### config.mk
export PLATFORM = sky130hd
export DESIGN_NAME = ysyx_25020037_rd_arbiter
export DESIGN_NICKNAME = d
export VERILOG_FILES = /design/src/rtl/ysyx_25020037_rd_arbiter.sv
export SDC_FILE = /design/constraint.sdc
export NUM_CORES = 1
export LEC_CHECK = 0
export BUFFER_PORTS_ARGS = -buffer_cell sky130_fd_sc_hd__buf_4
export CAP_MARGIN = 20
export CORE_AREA = 3 3 80 82
export DETAILED_ROUTE_END_ITERATION = 8
export DIE_AREA = 0 0 83 85
export PLACE_DENSITY = 0.65
export REMOVE_ABC_BUFFERS = 1
export SYNTH_ARGS = -nofsm -noshare
export SYNTH_HDL_FRONTEND = slang
export SYNTH_SLANG_ARGS = --single-unit
export TNS_END_PERCENT = 50
### constraint.sdc
create_clock -name clk -period 3.8 [get_ports clk]
set_input_delay 0.38 -clock clk [delete_from_list [all_inputs] [get_ports clk]]
set_output_delay 0.38 -clock clk [all_outputs]
set_load 0.05 [all_outputs]
### src/rtl/ysyx_25020037_rd_arbiter.sv
// Two-master AXI4-Lite read arbiter: IFU and LSU share one memory read port, one transaction at a time.
// Zero-latency forwarding once granted; grant is registered (request in IDLE -> mem_arvalid next cycle).
module ysyx_25020037_rd_arbiter #(
   parameter bit RR_EN = 1'b1
) (
   input  logic        clk,
   input  logic        rst,

   input  logic [31:0] ifu_araddr_i,
   input  logic        ifu_arvalid_i,
   output logic        ifu_arready_o,
   output logic [31:0] ifu_rdata_o,
   output logic [1:0]  ifu_rresp_o,
   output logic        ifu_rvalid_o,
   input  logic        ifu_rready_i,

   input  logic [31:0] lsu_araddr_i,
   input  logic        lsu_arvalid_i,
   output logic        lsu_arready_o,
   output logic [31:0] lsu_rdata_o,
   output logic [1:0]  lsu_rresp_o,
   output logic        lsu_rvalid_o,
   input  logic        lsu_rready_i,

   output logic [31:0] mem_araddr_o,
   output logic        mem_arvalid_o,
   input  logic        mem_arready_i,
   input  logic [31:0] mem_rdata_i,
   input  logic [1:0]  mem_rresp_i,
   input  logic        mem_rvalid_i,
   output logic        mem_rready_o
);

   typedef enum logic [2:0] {
      IDLE   = 3'd0,
      AR_IFU = 3'd1,
      R_IFU  = 3'd2,
      AR_LSU = 3'd3,
      R_LSU  = 3'd4
   } state_e;

   localparam logic GRANT_IFU = 1'b0;
   localparam logic GRANT_LSU = 1'b1;

   state_e state_q, state_d;
   logic   last_grant_q, last_grant_d;

   // last_grant resets to LSU so the IFU wins the first tie.
   always_ff @(posedge clk or posedge rst) begin
      if (rst) begin
         state_q      <= IDLE;
         last_grant_q <= GRANT_LSU;
      end else begin
         state_q      <= state_d;
         last_grant_q <= last_grant_d;
      end
   end

   always_comb begin
      state_d       = state_q;
      last_grant_d  = last_grant_q;
      mem_araddr_o  = '0;
      mem_arvalid_o = 1'b0;
      mem_rready_o  = 1'b0;
      ifu_arready_o = 1'b0;
      ifu_rvalid_o  = 1'b0;
      ifu_rdata_o   = '0;
      ifu_rresp_o   = '0;
      lsu_arready_o = 1'b0;
      lsu_rvalid_o  = 1'b0;
      lsu_rdata_o   = '0;
      lsu_rresp_o   = '0;

      unique case (state_q)
         IDLE: begin
            if (ifu_arvalid_i && lsu_arvalid_i) begin
               // Tie: round-robin favours whoever was not served last; fixed mode favours LSU.
               if (RR_EN && (last_grant_q == GRANT_LSU)) state_d = AR_IFU;
               else                                      state_d = AR_LSU;
            end else if (ifu_arvalid_i) begin
               state_d = AR_IFU;
            end else if (lsu_arvalid_i) begin
               state_d = AR_LSU;
            end
         end

         AR_IFU: begin
            mem_araddr_o  = ifu_araddr_i;
            mem_arvalid_o = ifu_arvalid_i;
            ifu_arready_o = mem_arready_i;
            if (!ifu_arvalid_i)     state_d = IDLE;
            else if (mem_arready_i) state_d = R_IFU;
         end

         R_IFU: begin
            mem_rready_o = ifu_rready_i;
            ifu_rvalid_o = mem_rvalid_i;
            ifu_rdata_o  = mem_rdata_i;
            ifu_rresp_o  = mem_rresp_i;
            if (mem_rvalid_i && ifu_rready_i) begin
               state_d      = IDLE;
               last_grant_d = GRANT_IFU;
            end
         end

         AR_LSU: begin
            mem_araddr_o  = lsu_araddr_i;
            mem_arvalid_o = lsu_arvalid_i;
            lsu_arready_o = mem_arready_i;
            if (!lsu_arvalid_i)     state_d = IDLE;
            else if (mem_arready_i) state_d = R_LSU;
         end

         R_LSU: begin
            mem_rready_o = lsu_rready_i;
            lsu_rvalid_o = mem_rvalid_i;
            lsu_rdata_o  = mem_rdata_i;
            lsu_rresp_o  = mem_rresp_i;
            if (mem_rvalid_i && lsu_rready_i) begin
               state_d      = IDLE;
               last_grant_d = GRANT_LSU;
            end
         end

         default: state_d = IDLE;
      endcase
   end

endmodule

==> results of run 1 <==
[flip-flops by register name, indices dropped and copies added (netlist names)]
register / flops
state_q: 3
last_grant_q: 1
[area by class of cell]
| cell class | instances | area, µm² | area share, % |
|---|---|---|---|
| multi-input cells | 130 | 938 | 33.2 |
| inverters | 3 | 11.3 | 0.399 |
| flip-flops and latches | 4 | 101 | 3.59 |
| repair buffers | 215 | 1630 | 57.9 |
| well taps | 75 | 93.8 | 3.32 |
| clock buffers | 4 | 45.0 | 1.60 |
[worst min-delay path by stage]
| stage | startpoint | endpoint | slack (ns) | cells after the start |
|---|---|---|---|---|
| 5_1_grt | rst | state_q[2] | 0.05 | 2 |
| 6_report | rst | state_q[2] | 0.05 | 2 |
| 3_3_place_gp | rst | state_q[1] | 0.28 | 2 |
| 3_5_place_dp | rst | state_q[1] | 0.28 | 2 |
| 2_1_floorplan | rst | state_q[0] | 0.15 | 1 |
| 4_1_cts | rst | state_q[2] | 0.05 | 2 |
[synthesized netlist by cell type, types with 2 or more instances]
| library cell | instances |
|---|---|
| nor2_1 | 2 |
| o41ai_1 | 2 |
| a22o_1 | 35 |
| mux2i_1 | 2 |
| buf_2 | 7 |
| and2_1 | 72 |
| inv_2 | 2 |
| nor2_2 | 2 |
| dfrtp_1 | 3 |
| buf_4 | 3 |
| clkbuf_1 | 3 |
| a21oi_1 | 2 |
| nand2_1 | 2 |
[logic make-up (layout without fill, tap and decap cells)]
| logic type | after synthesis | in the layout |
|---|---|---|
| AND/OR/NAND/NOR | 84 | 84 |
| multiplexers | 3 | 3 |
| buffers and inverters | 17 | 222 |
| flip-flops | 4 | 4 |
| AO/OA/AOI/OAI | 43 | 43 |
[cells in the final DEF (no fill, tap or decap), drive strengths merged]
cell type | netlist | layout
buf | 11 | 215
and2 | 72 | 72
a22o | 35 | 35
clkbuf | 3 | 4
nor2 | 4 | 4
dfrtp | 3 | 3
inv | 3 | 3
nor3 | 3 | 3
nand2 | 2 | 2
mux2i | 2 | 2
a21oi | 2 | 2
o41ai | 2 | 2
nand2b | 1 | 1
a21boi | 1 | 1
nor2b | 1 | 1
a22oi | 1 | 1
o32ai | 1 | 1
mux2 | 1 | 1
and3 | 1 | 1
o32a | 1 | 1
dfstp | 1 | 1
[worst max-delay path, stage by stage (launching register included)]
cell and delay, ns:
dfrtp_1 0.54, nand2b_1 0.19, nor2_2 0.40, buf_4 0.35, a22o_1 0.19, buf_4 0.19
[power by group through the flow]
stage	logic [µW]	registers, µW	clock network [µW]
finish	1910	103	94.3
global route	2000	108	99.5
CTS	1920	103	96.7
detailed placement	1920	103	0
global placement	1910	102	0
floorplan	1320	96.1	0
[per-stage QoR]
| step | hold slack (ns) | util, % |
|---|---|---|
| after floorplan | 0.145 | - |
| after global routing | 0.0510 | 48.6 |
| after CTS | 0.0473 | 48.1 |
| after detailed placement | 0.279 | 47.3 |
| after global placement | 0.278 | 47.3 |
| final | 0.0463 | 48.6 |
[metal layers]
layer  GRT usage (%)  vias up
met5               0        -
met4            3.57        0
met3            6.50        8
met2            28.8      132
met1            17.5      826
li1                -      943
==> impl_metrics.yaml, run 1 <==
final_layout:
  final_nets: 463
  diodes: 0
  final_cells: 431
  drive_gt1_share_pct: 63.8
  fillers: 602
  areaGrowthSynthToFinish_pct: 150
  finalInstanceArea_um2: 2820
timing:
  slew_violations: 0
  fin_skew_ns: 0.00156
  finalCritPeriodShare_pct: 64.9
  tightestPinTransition_ns: 0.460
  rsz0062_at_grt: "false"
  layout_min_cycle_time_ns: 2.47
  finalHoldViolCount: 0
  slew_headroom_pct: 69.3
  fin_setup_tns_ns: 0
  setup_viol: 0
  clock.fmax_mhz: 405
  setup_slack_ns: 1.33
clock_network:
  clk_pin_slew_ns: 0.03
  postCtsSetupRepairBufs: 0
  cts.htree.levels: 1
  cts_resized: 0
  clock_latency_ns: 0.22
  clkSinkCount: 4
  cts_buffers: 3
  hold_buffers: 0
  cts_max_path_buffers: 2
  cts_tree: "yes"
  cts_root_buf: "clkbuf_8"
yosys:
  synthAdderAreaFrac_pct: 0
  synthArstFlopShare_pct: 100
  seq_area_frac_synth_pct: 8.96
  synth_top_area_cell: "and2_1"
  synth_compound_area_share_pct: 33.2
  synth-seq-cells: 4
  synth_area_um2: 1130
  synth.area.top_cells: "and2_1 40%, a22o_1 27%, dfrtp_1 6.6%"
  synthXorXnorAreaFrac_pct: 0
  synth_top_family_by_area: "simple AND/OR/NAND/NOR gates"
  synth.mux.area_fraction_pct: 3.10
  synth-simple-area-share_pct: 46.7
  synthCells: 151
  synth_ff_type: "dfrtp_1"
  yosys_warnings: 0
  synth-edff-count: 0
  synth_top_area_share_pct: 39.8
  post_synth.cell_area_avg_um2: 7.49
  synth.distinct_cells: 27
setup_path:
  regToRegStartpoint: "state_q[0]"
  r2r_cells: 4
  path_class: "flip-flop to output pin"
  crit_path_start: "state_q[0]"
  worstSetupEndpoint: "mem_araddr_o[20]"
  reg2reg_setup_slack_ns: 2.21
  worstPathRequired_ns: 3.42
  cp-start-kind: "flip-flop"
  worst_ep_arrival_time_ns: 2.09
  crit_fanout: 23
  cp-end-kind: "output pin"
  r2r-end: "state_q[2]"
route:
  post_drt_wl_per_cell_um: 14.5
  via_per_inst: 4.43
  met1_length_mm: 2.23
  drt_iter0_drc: 76
  num_vias: 1909
  top_layer_used: "met4"
  postRouteAntennaNets: 0
  met3_length_um: 730
  drc_errors: 0
  met2_length_mm: 3.20
  drt_first_pass_iters: 4
  drt-total-wl_mm: 6.24
power_and_ir_drop:
  p_seq_share_pct: 4.9
  combPwrFrac_pct: 90.6
  peakVddDrop_v: 0.000353
  p_leak_uw: 0.00159
  power.total_uw: 2110
  power_density_nw_per_um2: 745
  p_int_uw: 756
  p_sw_uw: 1350
  pwr-share-clk_pct: 4.5
  switching_share_pct: 64.1
worst_hold_path:
  min_path_type: "input port to async pin"
placed_design:
  gp_congestion: 0.820
  io_buffers: 211
  place_ws_ns: 1.49
  dp_hpwl_mm: 5.28
  placed_cells: 426
  dpl_cell_area_um2: 2750
floorplan:
  die_w_um: 83
  initial_core_util_pct: 19.4
  die_y_um: 85
  top_level_ports: 212
  die-area_um2: 7060
  rows: 28
  core_area_um2: 5820
global_routing:
  overflow: 0
  grt_max_degree: 38
  antenna_found_initial: 0
  track_usage_pct: 15.9
  grt_pass1_vias: 1890
  grt_pass1_wl_mm: 9.38
outcome:
  status: "finished clean"
flow_run:
  maxCapViolCount: 0
(Power assumes the default switching activity.)
==> run 2: changes to the inputs <==
--- a/config.mk
+++ b/config.mk
@@ -7,9 +7,9 @@
 export LEC_CHECK = 0
 export BUFFER_PORTS_ARGS = -buffer_cell sky130_fd_sc_hd__buf_4
 export CAP_MARGIN = 20
-export CORE_AREA = 3 3 80 82
+export CORE_AREA = 3 3 82 84
 export DETAILED_ROUTE_END_ITERATION = 8
-export DIE_AREA = 0 0 83 85
+export DIE_AREA = 0 0 85 87
 export PLACE_DENSITY = 0.65
 export REMOVE_ABC_BUFFERS = 1
 export SYNTH_ARGS = -nofsm -noshare
==> constraint.sdc (replaced) <==
create_clock -name clk -period 2.1 [get_ports clk]
set_input_delay 0.21 -clock clk [delete_from_list [all_inputs] [get_ports clk]]
set_output_delay 0.21 -clock clk [all_outputs]
set_load 0.05 [all_outputs]
==> impl_metrics.yaml, run 2 (synthesis gave the netlist of run 1 again) <==
final_layout:
  drive_gt1_share_pct: 63.9
  areaGrowthSynthToFinish_pct: 151
  fillers: 621
  largest_reg_flops: 3
  finalInstanceArea_um2: 2840
  top_regs: "state_q x3, last_grant_q x1"
  layout_commonest_cell: "buf_4"
  largest-register: "state_q"
  final_cell_mix: "213 x buf_4, 72 x and2_1, 35 x a22o_1"
  final_nets: 464
  diodes: 0
  final_cells: 432
clock_network:
  cts_buffers: 3
  cts_tree: "yes"
  clkSinkCount: 4
  clock_latency_ns: 0.22
  cts.htree.levels: 1
  clk_pin_slew_ns: 0.03
  cts_root_buf: "clkbuf_8"
  cts_max_path_buffers: 2
power_and_ir_drop:
  p_leak_uw: 0.00159
  p_seq_share_pct: 4.8
  p_int_uw: 1410
  combPwrFrac_pct: 90.7
  power.total_uw: 3900
  switching_share_pct: 63.8
  p_sw_uw: 2490
  power_density_nw_per_um2: 1370
  pwr-share-clk_pct: 4.5
  peakVddDrop_v: 0.000814
setup_path:
  regToRegStartpoint: "state_q[0]"
  worst_ep_arrival_time_ns: 1.72
  reg2reg_setup_slack_ns: 0.61
  worstPathRequired_ns: 1.89
  crit_chain: "nand2b_1 -> nor2_2 -> buf_12 -> a22o_1 -> buf_4"
  path_class: "flip-flop to output pin"
  slowest_delay_ns: 0.55
  cp-start-kind: "flip-flop"
  crit_path_top_delay_cell: "dfrtp_1"
  cp-end-kind: "output pin"
  crit_fanout: 34
  r2r_cells: 3
  r2r-end: "state_q[1]"
timing:
  clock.fmax_mhz: 519
  fin_setup_tns_ns: 0
  tightestPinTransition_ns: 0.367
  timing.hold.ws_ns: 0.255
  fin_skew_ns: 0.00362
  layout_min_cycle_time_ns: 1.93
  slew_violations: 0
  finalHoldViolCount: 0
  setup_viol: 0
  slew_headroom_pct: 75.5
  finalCritPeriodShare_pct: 91.7
route:
  drt_iter0_drc: 83
  post_drt_wl_per_cell_um: 15.3
  drt-total-wl_mm: 6.61
  drt_first_pass_iters: 4
  drc_errors: 0
  num_vias: 1871
  postRouteAntennaNets: 0
  via_per_inst: 4.33
placed_design:
  placed_cells: 427
  io_buffers: 211
  dp_hpwl_mm: 5.49
  dpl_cell_area_um2: 2780
  gp_congestion: 0.810
floorplan:
  die_y_um: 87
  core_area_um2: 5990
  initial_core_util_pct: 18.9
  rows: 28
  die_w_um: 85
  top_level_ports: 212
  die-area_um2: 7400
worst_hold_path:
  whs_path_depth: 2
  min_path_type: "input port to flip-flop"
  holdPathEnd: "state_q[2]"
  worstHoldStart: "lsu_arvalid_i"
global_routing:
  antenna_found_initial: 0
  grt_pass1_vias: 1752
  grt_pass1_wl_mm: 9.18
  grt_max_degree: 38
  track_usage_pct: 15.1
  overflow: 0
outcome:
  status: "finished clean"
flow_run:
  maxCapViolCount: 0
==> run 2: cell types whose count changed in the layout (fill, tap and decap cells not counted) <==
| cell | before | now |
|---|---|---|
| buf_12 | 0 | 2 |
| dfrtp_2 | 0 | 1 |
| dlygate4sd3_1 | 0 | 1 |
| buf_16 | 1 | 0 |
| dfrtp_1 | 3 | 2 |
| buf_4 | 214 | 213 |
==> run 2: final cells by class <==
class                           count  area (µm²)  area share (%)
Inverter                            3        11.3           0.396
Multi-Input combinational cell    130         938            33.0
Timing Repair Buffer              216        1650            58.1
Clock buffer                        4        45.0            1.59
Sequential cell                     4         103            3.61
Tap cell                           75        93.8            3.30
==> run 2: routing by layer <==
metal  GRT usage [%]  part of all wire, %  up-vias  wire, µm
met5               0                    0        -         0
met4            2.45                 0.73        0        48
met3            2.08                  6.5        6       432
met2            28.7                   56       73      3730
met1            18.3                   36      848      2400
li1                -                    -      944         -
==> run 2: worst max-delay path by stage <==
stage,startpoint,slack (ns),end,cells after the start
2_1_floorplan,state_q[0],-0.09,state_q[2],4
3_3_place_gp,state_q[1],0.38,ifu_rdata_o[0],5
3_5_place_dp,state_q[1],0.35,ifu_rdata_o[9],5
4_1_cts,state_q[1],0.12,ifu_rdata_o[9],5
5_1_grt,state_q[0],-0.01,mem_araddr_o[25],5
6_report,state_q[0],0.17,mem_araddr_o[25],5
==> run 2: critical path: cells and delay by family, from the launching register on <==
kind	cells	cell delay, ns
DFF	1	0.55
buffers and inverters	2	0.42
and+or+nand+nor	2	0.35
AOI/OAI and AO/OA	1	0.18
==> run 2: per-stage QoR <==
stage / utilization [%] / worst slack, ns
CTS: 47.4 / 0.120
global route: 47.4 / -0.0108
finish: 47.4 / 0.174
global placement: 46.5 / 0.380
floorplan: - / -0.0950
detailed placement: 46.5 / 0.354
==> run 2: power by group through the flow <==
stage               sequential, µW  combinational, µW  clock (µW)
finish                         189               3540         174
global route                   200               3690         185
CTS                            187               3560         178
detailed placement             188               3550           0
global placement               187               3550           0
floorplan                      174               2390           0
==> run 2: timing repair <==
action,CTS,global route
resized for setup,0,1
buffers inserted,0,0
endpoints found under the hold margin,3,0
endpoints found under the setup margin,0,7
hold buffers,1,0
==> run 3: changes to the inputs <==
--- a/config.mk
+++ b/config.mk
@@ -7,10 +7,10 @@
 export LEC_CHECK = 0
 export BUFFER_PORTS_ARGS = -buffer_cell sky130_fd_sc_hd__buf_4
 export CAP_MARGIN = 20
-export CORE_AREA = 3 3 82 84
+export CORE_AREA = 3 3 81 83
 export DETAILED_ROUTE_END_ITERATION = 8
-export DIE_AREA = 0 0 85 87
-export PLACE_DENSITY = 0.65
+export DIE_AREA = 0 0 84 86
+export PLACE_DENSITY = 0.64
 export REMOVE_ABC_BUFFERS = 1
 export SYNTH_ARGS = -nofsm -noshare
 export SYNTH_HDL_FRONTEND = slang
==> constraint.sdc (replaced) <==
create_clock -name clk -period 2.09 [get_ports clk]
set_input_delay 0.209 -clock clk [delete_from_list [all_inputs] [get_ports clk]]
set_output_delay 0.209 -clock clk [all_outputs]
set_load 0.05 [all_outputs]
==> impl_metrics.yaml, run 3 (synthesis gave the netlist of run 1 again) <==
setup_path:
  worst_ep_arrival_time_ns: 1.74
  cp-end-kind: "output pin"
  crit_fanout: 36
  cp-start-kind: "flip-flop"
  worstPathRequired_ns: 1.88
  path_class: "flip-flop to output pin"
global_routing:
  grt_pass1_vias: 1921
  overflow: 0
  antenna_found_initial: 0
  grt_pass1_wl_mm: 9.78
  grt_max_degree: 37
  track_usage_pct: 16.8
clock_network:
  cts_buffers: 3
  clk_pin_slew_ns: 0.04
  cts.htree.levels: 1
  clkSinkCount: 4
  postCtsSetupRepairBufs: 0
  hold_buffers: 1
  cts_root_buf: "clkbuf_8"
  clock_latency_ns: 0.22
  cts_resized: 0
  cts_max_path_buffers: 2
  cts_tree: "yes"
power_and_ir_drop:
  p_leak_uw: 0.00161
  p_int_uw: 1450
  peakVddDrop_v: 0.000824
  p_seq_share_pct: 4.1
  power_density_nw_per_um2: 1380
  pwr-share-clk_pct: 4.3
  power.total_uw: 3950
  switching_share_pct: 63.2
  combPwrFrac_pct: 91.5
  p_sw_uw: 2500
floorplan:
  initial_core_util_pct: 19.1
  die_w_um: 84
  top_level_ports: 212
  rows: 28
  die_y_um: 86
  core_area_um2: 5920
  die-area_um2: 7220
route:
  met3_length_um: 808
  num_vias: 1908
  drc_errors: 0
  met2_length_mm: 3.48
  post_drt_wl_per_cell_um: 15.1
  top_layer_used: "met4"
  via_per_inst: 4.40
  met1_length_mm: 2.24
  drt_first_pass_iters: 4
  drt_iter0_drc: 66
  postRouteAntennaNets: 0
  drt-total-wl_mm: 6.57
placed_design:
  dp_hpwl_mm: 5.54
  io_buffers: 211
  gp_congestion: 0.804
  place_ws_ns: 0.364
final_layout:
  final-seq-area_um2: 101
  final_cell_mix: "214 x buf_4, 72 x and2_1, 35 x a22o_1"
  diodes: 0
  final_nets: 466
  drive_gt1_share_pct: 63.8
  top_regs: "state_q x3, last_grant_q x1"
  largest-register: "state_q"
  fillers: 597
  layout_commonest_cell: "buf_4"
  multi_input_area_um2: 938
  areaGrowthSynthToFinish_pct: 153
  largest_reg_flops: 3
  fin_util_pct: 48.4
timing:
  fin_skew_ns: 0.00774
  setup_viol: 0
  slew_headroom_pct: 71.9
  slew_violations: 0
  setup_slack_ns: 0.137
  finalCritPeriodShare_pct: 93.5
  layout_min_cycle_time_ns: 1.95
  tightestPinTransition_ns: 0.421
  rsz0062_at_grt: "false"
  clock.fmax_mhz: 512
  fin_setup_tns_ns: 0
  finalHoldViolCount: 0
flow_run:
  maxCapViolCount: 0
worst_hold_path:
  min_path_type: "input port to flip-flop"
outcome:
  status: "finished clean"
run 3: changes by cell type in the layout (fill, tap and decap cells not counted):
cell     previous run  this run
dfrtp_2             1         0
buf_12              2         3
dfrtp_1             2         3
buf_4             213       214
run 3: through the flow:
step	cell area, µm²	cells	hold slack (ns)
final	2870	434	0.303
after global routing	2870	434	0.324
after CTS	2870	434	0.313
after detailed placement	2810	429	0.107
after global placement	2810	429	0.103
after floorplan	1050	137	-0.0256
run 3: worst paths after layout:
kind	start	endpoint	slack, ns	depth (start not counted)
max	state_q[1]	ifu_rdata_o[1]	0.14	5
min	lsu_arvalid_i	state_q[2]	0.30	2
max reg2reg	state_q[1]	state_q[1]	0.59	4
min reg2reg	last_grant_q	last_grant_q	0.51	2
max in group asynchronous	rst	last_grant_q	1.42	3
min in group asynchronous	rst	state_q[2]	0.44	3
run 3: power by group through the flow:
stage          combinational [µW]  clock (µW)  sequential, µW
2_1_floorplan                2410           0             175
3_3_place_gp                 3630           0             163
3_5_place_dp                 3640           0             163
4_1_cts                      3650         176             162
5_1_grt                      3780         185             173
6_report                     3610         172             164
run 3: layout make-up:
cell class                 count  area share, %
inverter                       3          0.393
multi-input combinational    130           32.7
tap                           75           3.27
sequential                     4           3.54
timing repair buffer         218           58.5
clock buffer                   4           1.57
run 3: worst max-delay path: stages (launching register included):
cell     delay (ns)
dfrtp_1        0.59
inv_2          0.12
nor3_2         0.24
buf_12         0.20
and2_1         0.16
buf_4          0.20
run 3: metal layers:
layer | GRT usage [%] | vias to the layer above
li1 | - | 945
met4 | 3.51 | 0
met1 | 17.5 | 835
met3 | 6.05 | 2
met5 | 0 | -
met2 | 32.2 | 126
